### src/rtl/alu_pipe_pkg.sv
// alu_pipe_pkg: shared types for the pipelined ALU.
//   alu_op_e    - 3-bit operation select
//   alu_flags_t - status flags produced alongside every result
package alu_pipe_pkg;

    typedef enum logic [2:0] {
        OP_ADD    = 3'b000,
        OP_SUB    = 3'b001,
        OP_AND    = 3'b010,
        OP_OR     = 3'b011,
        OP_XOR    = 3'b100,
        OP_SHL    = 3'b101,
        OP_SHR    = 3'b110,
        OP_PASS_A = 3'b111
    } alu_op_e;

    typedef struct packed {
        logic parity;
        logic overflow;
        logic greater;
        logic is_eq;
        logic less;
    } alu_flags_t;

endpackage

### src/rtl/alu_core.sv
// alu_core: purely combinational ALU datapath.
// Ports:
//   a      in  WIDTH  effective operand A (already muxed with the accumulator)
//   b      in  WIDTH  operand B; b[SHW-1:0] is the shift amount for SHL/SHR
//   op     in  3      operation select (alu_op_e encoding)
//   result out WIDTH  unmasked result
//   flags  out        parity / signed overflow / unsigned compare flags
module alu_core
    import alu_pipe_pkg::*;
#(
    parameter int WIDTH = 8
) (
    input  logic [WIDTH-1:0] a,
    input  logic [WIDTH-1:0] b,
    input  logic [2:0]       op,
    output logic [WIDTH-1:0] result,
    output alu_flags_t       flags
);

    localparam int SHW = $clog2(WIDTH);

    alu_op_e          op_e;
    logic [SHW-1:0]   shamt;
    logic [WIDTH-1:0] sum;
    logic [WIDTH-1:0] diff;
    logic             sa;
    logic             sb;

    assign op_e  = alu_op_e'(op);
    assign shamt = b[SHW-1:0];
    assign sum   = a + b;
    assign diff  = a - b;
    assign sa    = a[WIDTH-1];
    assign sb    = b[WIDTH-1];

    always_comb begin
        result = '0;
        case (op_e)
            OP_ADD:    result = sum;
            OP_SUB:    result = diff;
            OP_AND:    result = a & b;
            OP_OR:     result = a | b;
            OP_XOR:    result = a ^ b;
            OP_SHL:    result = a << shamt;
            OP_SHR:    result = a >> shamt;
            OP_PASS_A: result = a;
            default:   result = '0;
        endcase
    end

    always_comb begin
        flags          = '0;
        flags.parity   = ^result;
        flags.greater  = (a > b);
        flags.is_eq    = (a == b);
        flags.less     = (a < b);
        // Signed overflow: operands share a sign (ADD) or differ in sign (SUB),
        // and the result's sign no longer matches A.
        case (op_e)
            OP_ADD:  flags.overflow = (sa == sb) && (sum[WIDTH-1] != sa);
            OP_SUB:  flags.overflow = (sa != sb) && (diff[WIDTH-1] != sa);
            default: flags.overflow = 1'b0;
        endcase
    end

endmodule

### src/rtl/alu_pipe.sv
// alu_pipe: 2-stage pipelined ALU with valid/ready on both sides,
// an accumulator operand mode and a sticky overflow flag.
// Ports:
//   clk, rst_n          clock, asynchronous active-low reset
//   in_valid/in_ready   operand beat handshake (a, b, op, acc_sel, oe)
//   acc_sel             use the accumulator instead of a as operand A
//   oe                  0 forces y to zero for that beat (flags unaffected)
//   out_valid/out_ready result beat handshake
//   y, parity, overflow, greater, is_eq, less  registered result and flags
//   ovf_sticky/ovf_clr  sticky overflow flag and its synchronous clear
module alu_pipe
    import alu_pipe_pkg::*;
#(
    parameter int WIDTH = 8
) (
    input  logic             clk,
    input  logic             rst_n,
    input  logic             in_valid,
    output logic             in_ready,
    input  logic [WIDTH-1:0] a,
    input  logic [WIDTH-1:0] b,
    input  logic [2:0]       op,
    input  logic             acc_sel,
    input  logic             oe,
    output logic             out_valid,
    input  logic             out_ready,
    output logic [WIDTH-1:0] y,
    output logic             parity,
    output logic             overflow,
    output logic             greater,
    output logic             is_eq,
    output logic             less,
    output logic             ovf_sticky,
    input  logic             ovf_clr
);

    // Stage 1: captured operand beat
    logic [WIDTH-1:0] a_q, a_d;
    logic [WIDTH-1:0] b_q, b_d;
    logic [2:0]       op_q, op_d;
    logic             acc_sel_q, acc_sel_d;
    logic             oe_q, oe_d;
    logic             s1_valid_q, s1_valid_d;

    // Stage 2: registered result and flags
    logic [WIDTH-1:0] y_q, y_d;
    alu_flags_t       flags_q, flags_d;
    logic             s2_valid_q, s2_valid_d;

    logic [WIDTH-1:0] acc_q, acc_d;
    logic             ovf_sticky_q, ovf_sticky_d;

    logic             s2_adv;
    logic             s1_adv;
    logic             in_fire;
    logic             s12_fire;
    logic             out_fire;
    logic [WIDTH-1:0] eff_a;
    logic [WIDTH-1:0] core_result;
    alu_flags_t       core_flags;

    assign s2_adv   = ~s2_valid_q | out_ready;
    assign s1_adv   = ~s1_valid_q | s2_adv;
    assign in_fire  = in_valid & s1_adv;
    assign s12_fire = s1_valid_q & s2_adv;
    assign out_fire = s2_valid_q & out_ready;

    // The accumulator is read at the S1->S2 transfer rather than at issue,
    // so it already holds the previous beat's result and chaining needs no
    // forwarding path.
    assign eff_a = acc_sel_q ? acc_q : a_q;

    alu_core #(
        .WIDTH (WIDTH)
    ) u_core (
        .a      (eff_a),
        .b      (b_q),
        .op     (op_q),
        .result (core_result),
        .flags  (core_flags)
    );

    always_comb begin
        a_d        = a_q;
        b_d        = b_q;
        op_d       = op_q;
        acc_sel_d  = acc_sel_q;
        oe_d       = oe_q;
        s1_valid_d = s1_valid_q;
        if (s1_adv) begin
            s1_valid_d = in_valid;
        end
        if (in_fire) begin
            a_d       = a;
            b_d       = b;
            op_d      = op;
            acc_sel_d = acc_sel;
            oe_d      = oe;
        end
    end

    always_comb begin
        y_d        = y_q;
        flags_d    = flags_q;
        acc_d      = acc_q;
        s2_valid_d = s2_valid_q;
        if (s2_adv) begin
            s2_valid_d = s1_valid_q;
        end
        if (s12_fire) begin
            y_d     = oe_q ? core_result : '0;
            flags_d = core_flags;
            acc_d   = core_result;
        end
    end

    // Set has priority over clear so an overflow delivered in the clear
    // cycle is never lost.
    always_comb begin
        ovf_sticky_d = ovf_sticky_q;
        if (ovf_clr) begin
            ovf_sticky_d = 1'b0;
        end
        if (out_fire && flags_q.overflow) begin
            ovf_sticky_d = 1'b1;
        end
    end

    always_ff @(posedge clk or negedge rst_n) begin
        if (!rst_n) begin
            a_q          <= '0;
            b_q          <= '0;
            op_q         <= '0;
            acc_sel_q    <= 1'b0;
            oe_q         <= 1'b0;
            s1_valid_q   <= 1'b0;
            y_q          <= '0;
            flags_q      <= '0;
            s2_valid_q   <= 1'b0;
            acc_q        <= '0;
            ovf_sticky_q <= 1'b0;
        end else begin
            a_q          <= a_d;
            b_q          <= b_d;
            op_q         <= op_d;
            acc_sel_q    <= acc_sel_d;
            oe_q         <= oe_d;
            s1_valid_q   <= s1_valid_d;
            y_q          <= y_d;
            flags_q      <= flags_d;
            s2_valid_q   <= s2_valid_d;
            acc_q        <= acc_d;
            ovf_sticky_q <= ovf_sticky_d;
        end
    end

    assign in_ready   = s1_adv;
    assign out_valid  = s2_valid_q;
    assign y          = y_q;
    assign parity     = flags_q.parity;
    assign overflow   = flags_q.overflow;
    assign greater    = flags_q.greater;
    assign is_eq      = flags_q.is_eq;
    assign less       = flags_q.less;
    assign ovf_sticky = ovf_sticky_q;

endmodule

### config.mk
export PLATFORM = sky130hd
export DESIGN_NAME = alu_pipe
export DESIGN_NICKNAME = d
export VERILOG_FILES = /design/src/rtl/alu_pipe_pkg.sv /design/src/rtl/alu_core.sv /design/src/rtl/alu_pipe.sv
export SDC_FILE = /design/constraint.sdc
export NUM_CORES = 1
export LEC_CHECK = 0
export BUFFER_PORTS_ARGS = -buffer_cell sky130_fd_sc_hd__buf_2
export CAP_MARGIN = 20
export CORE_MARGIN = 10
export CORE_UTILIZATION = 45
export DETAILED_ROUTE_END_ITERATION = 8
export PLACE_DENSITY = 0.74
export SLEW_MARGIN = 5
export SYNTH_ARGS = -nofsm -noshare
export SYNTH_HDL_FRONTEND = slang
export SYNTH_SLANG_ARGS = --single-unit
### constraint.sdc
create_clock -name clk -period 4.2 [get_ports clk]
set_clock_uncertainty 0.05 [all_clocks]
set_input_delay 0.21 -clock clk [delete_from_list [all_inputs] [get_ports clk]]
set_output_delay 0.21 -clock clk [all_outputs]
set_load 0.05 [all_outputs]
# Word level (Yosys, flattened, before mapping)
# Index checks and enable logic that the tools add are counted.
[op_classes]
addsub = 2
magnitude_cmp = 2
eq_ne = 12
shift = 2
muxes = 6
bitwise = 10
n_reduce_logical = 6
[ops]
columns = ["op", "count"]
rows = [
  ["case mux 8 bit (8 select lines)", 1],
  ["two-way mux 8 bit", 2],
  ["== test 3 bit (second input constant)", 4],
  ["adder 8 bit", 1],
  ["AND 8 bit", 1],
  ["== test 8 bit", 1],
  ["> comparator 8 bit", 1],
  ["< comparator 8 bit", 1],
  ["OR 8 bit", 1],
  ["parity 8 bit", 1],
  ["<< shifter 8 x 3 -> 8 bit", 1],
  ["right shift 8 x 3 -> 8 bit", 1],
  ["subtractor 8 bit", 1],
  ["XOR 8 bit", 1],
  ["== test 3 x 2 -> 1 bit (second input constant)", 2],
  ["AND 1 bit", 3],
  ["== test 3 x 1 -> 1 bit (second input constant)", 1],
  ["logical AND 1 bit", 3],
  ["logical NOT 3 bit", 1],
  ["!= test 1 bit", 3],
  ["two-way mux 1 bit", 2],
  ["inverter 1 bit", 2],
  ["OR 1 bit", 2],
  ["case mux 1 bit (2 select lines)", 1],
  ["2 further kinds", 2],
]
[word_totals]
register_bits = 45
inputBits = 26
out_inout_bits = 16
word_cells = 55

# Logic depth before layout (Yosys ltp)
[logic_depth]
depth_word = 5
mapped_depth = 14
depth_no_buf = 13

# By module
# Synthesis repeated with hierarchy kept, for this count alone.
[hier_totals]
cells_unflattened = 371
hier_area_um2 = 3747.3
[modules_own_cells]
columns = ["mod", "n_inst", "cells_per_inst", "area_per_inst_um2", "seq_area_each_um2"]
rows = [
  ["alu_pipe", 1, 120, 1910.6, 1126.1],
  ["alu_core", 1, 251, 1836.8, 0.0],
]

# Worst setup path before layout
# No wires, ideal clock.
[synth_path]
path_type = "register to register"
startpoint = "reg acc_sel_q"
endpoint = "reg flags_q, in the netlist parity"
setup_ns = 0.126
arrival_ns = 3.064
required_ns = 4.024
setup_slack_ns = 0.960
path_stages_with_launch = 14
path_buffers = 2
period_less_slack_ns = 3.240
path_cell_list = "dfrtp_1 > buf_6 > mux2i_4 > ha_1 > clkbuf_1 > or3_1 > and3_1 > xnor2_1 > nor2_1 > o32a_1 > xnor3_1 > xnor3_1 > o21bai_1 > nand3_1"
[synth_between]
elab_chain_cells = 4
word_cells_on_any_way = 10
cone_classes = "2 x add/sub; 2 x shift; 2 x mux; 3 x bitwise; 1 x reduce/logical"
[synth_rtl]
columns = ["item", "line_no", "rtl"]
rows = [
  ["start, declared", "alu_pipe.sv:41", "logic acc_sel_q, acc_sel_d;"],
  ["start signal, assigned", "alu_pipe.sv:146", "acc_sel_q <= acc_sel_d;"],
  ["two-way mux 8 bit *", "alu_pipe.sv:71", "assign eff_a = acc_sel_q ? acc_q : a_q;"],
  ["subtractor 8 bit, or another cell as far along", "alu_core.sv:32", "assign diff = a - b;"],
  ["case mux 8 bit (8 select lines) *", "alu_core.sv:38", "case (op_e)"],
  ["parity 8 bit *", "alu_core.sv:53", "flags.parity = ^result;"],
  ["end signal, assigned", "alu_pipe.sv:150", "flags_q <= flags_d;"],
  ["end, declared", "alu_pipe.sv:47", "alu_flags_t flags_q, flags_d;"],
]
# Every way passes the cells marked *; elsewhere a longest branch is shown, timed or not.
# A chain may end at the register's enable or synchronous reset.

# Worst setup path in the final report
# Same ends and word-level chain as after synthesis.

==> impl_metrics.yaml <==
sta:
  tightest_slew_ns: 1.00
  layout_min_cycle_time_ns: 3.66
  post-route-period-util_pct: 87.1
  layout_setup_ws_ns: 0.543
  maxSlewViolCount: 0
  fin_setup_tns_ns: 0
  rsz0062_at_grt: "false"
  setup_viol: 0
  relSlewSlack_pct: 33.3
  finalHoldWorstSlack_ns: 0.00996
  max_freq_ghz: 0.273
  final-hold-violation-count: 0
logic_synthesis:
  ys_warn_count: 0
  syn_inst: 405
  ys_ff_latch: 45
  synth_edf_count: 0
  syn-cell-area_um2: 3930
  synthesis.nets: 465
  async_flop_share_pct: 100
  synth_ff_type: "dfrtp_1"
  yosysSeqAreaShare_pct: 28.6
  ys_types: 66
  synth_area_leaders: "dfrtp_1 29%, ha_1 10%, mux2_2 7.2%"
  synth_area_per_cell_um2: 9.71
  synth_top_area_share_pct: 28.6
  synth_top_area_cell: "dfrtp_1"
floorplanning:
  die_y_um: 113
  core_um2: 8590
  rows: 34
  dieArea_um2: 12900
  die_x_um: 113
  initial_utilization_pct: 45.8
  pin_count: 42
placement:
  dp_cells: 543
  io_buffers: 41
  dp_slack_ns: 0.597
  place_area_um2: 4240
  dp_hpwl_mm: 8.24
  gp_congestion: 0.975
hold_path:
  hp-class: "in -> async"
clock_network:
  cts_tree: "built"
  post-cts-setup-buffers: 0
  h-tree-depth: 2
  cts_buffers: 5
  clk_pin_slew_ns: 0.10
  numClockSinks: 45
  hold_buffers: 0
  root_buffer: "clkbuf_8"
  ctsResizeCount: 0
  clockBufferDepth: 2
  clock_latency_ns: 0.31
status:
  status: "complete, no violations"
worst_setup_path:
  cp_max_fo: 8
  crit_type: "reg -> reg"
  path_depth: 11
  arrival_ns: 3.80
  cp_num_buf_inv: 0
  cp_common_cell: "xnor3_1"
  end_kind: "register"
  slowest_delay_ns: 0.56
  cp.required_ns: 4.34
  reg2reg_depth: 11
  cp_slowest_cell: "dfrtp_1"
  critPathLaunchType: "register"
  cp_top_family: "XOR/XNOR gates"
  path_cells: "mux2i_4, ha_1, or3_1, and3_1, xnor2_1, nor2_1, o32a_1, xnor3_1, xnor3_1, o21bai_1, nand3_1"
final_layout:
  nNetsFinal: 503
  stdcell_count: 552
  antenna_cells: 0
  area_delta_synth_final_pct: 10.9
  design_area_um2: 4360
  layout-drive-gt1-share_pct: 26.1
  fillers: 789
  final_util_pct: 50.8
power_and_ir_drop:
  leakage_nw: 1.96
  power_density_nw_per_um2: 615
  p_total_mw: 2.68
  ir_worst_vdd_uv: 449
global_routing:
  grt_usage_pct: 16.7
  grt_pass1_wl_mm: 18.0
  grt_max_degree: 46
  antenna_found_initial: 0
  grt_pass1_vias: 3404
  grt_overflow: 0
drt:
  ant_nets: 0
  drcViolationCount: 0
  drt_first_iter_violations: 374
  drt-total-wl_mm: 10.9
  wire_per_inst_um: 19.8
  firstDrtPassIters: 5
  vias_per_cell: 6.15
  vias: 3395
job:
  maxCapViolations: 0
## placed cells by master (no fill, tap or decap), types with 3 or more instances in the layout
cell type / n
ha_1: 32
inv_2: 7
o31ai_1: 6
a31oi_1: 3
and3_1: 6
nor2_1: 22
nand3b_1: 3
a21o_1: 4
buf_4: 10
nand3_1: 8
clkbuf_8: 5
o22ai_1: 8
buf_2: 41
nand2_1: 36
nor3_1: 10
o21ai_1: 3
a22o_1: 5
mux2i_1: 9
mux2i_4: 4
a211oi_1: 3
xnor2_1: 8
dfrtp_1: 45
inv_1: 17
nand2b_1: 10
o21ai_0: 18
a21oi_1: 20
xor2_1: 3
mux4_2: 11
nor2b_1: 10
mux2_2: 25
o21bai_1: 5
## flip-flops by register name (all words and copies together) (netlist names)
signal and cells:
is_eq 1, overflow 1, out_valid 1, y 8
acc_q 8, s1_valid_q 1, oe_q 1, acc_sel_q 1
parity 1, op_q 3, less 1, greater 1
ovf_sticky 1, a_q 8, b_q 8
## per-layer routing
metal	vias up	track usage, %	part of all wire (%)
met5	-	0	0
met4	0	4.40	1.6
met3	25	3.36	7.3
met2	172	28.6	49
met1	1642	20.8	42
li1	1556	-	-
## power by group
part	internal (mW)	switching (mW)
logic	0.712	0.989
registers	0.545	0.142
clock network	0.121	0.173
## path summary, 6_finish.rpt
check,startpoint,endpoint,slack (ns)
worst max-delay path,acc_sel_q,parity,0.54
worst min register to register,less,less,0.43
max in group asynchronous,rst_n,less,3.47
worst min-delay path,rst_n,a_q[1],0.01
worst max register to register,acc_sel_q,parity,0.54
min in group clk,ovf_clr,ovf_sticky,0.04
## cells by family after synthesis
kind of cell             synth area share (%)
multiplexers                             18.4
adder cells (fa/ha/maj)                  11.2
buffers and inverters                    5.19
XOR/XNOR                                 3.60
AO/OA/AOI/OAI                            17.5
flip-flops                               28.6
AND/OR/NAND/NOR                          15.5
## worst register-to-register path: stages, from the launching register on
cell and delay [ns]:
dfrtp_1 0.56, mux2i_4 0.40, ha_1 0.37, or3_1 0.44, and3_1 0.19, xnor2_1 0.21
nor2_1 0.07, o32a_1 0.46, xnor3_1 0.39, xnor3_1 0.22, o21bai_1 0.11, nand3_1 0.08
## Yosys cell counts (all sizes together) (2+ instances only)
library cell / instances
a31oi: 3
xnor2: 8
clkbuf: 14
a21o: 4
nor3: 10
nor2: 22
buf: 7
mux4: 11
o2111ai: 2
nor4: 2
nor2b: 10
a22o: 5
o211ai: 2
mux2: 26
a32oi: 2
nand2: 36
or3: 2
and4b: 2
and3: 6
inv: 25
o32ai: 3
dfrtp: 45
xor2: 3
nand2b: 10
a21oi: 21
o221ai: 2
fa: 2
or4: 2
nand3: 8
o22ai: 8
a211oi: 3
o2bb2ai: 2
xnor3: 2
o21bai: 5
o31ai: 6
ha: 32
mux2i: 13
o21ai: 21
nand3b: 3
## area by class of cell
type | count | area (um^2) | share of cell area [%]
Clock inverter | 3 | 25.0 | 0.574
Multi-Input combinational cell | 314 | 2600 | 59.7
Tap cell | 108 | 135 | 3.10
Sequential cell | 45 | 1130 | 25.8
Clock buffer | 5 | 68.8 | 1.58
Timing Repair Buffer | 52 | 308 | 7.06
Inverter | 25 | 96.3 | 2.21
(Power assumes the default switching activity.)
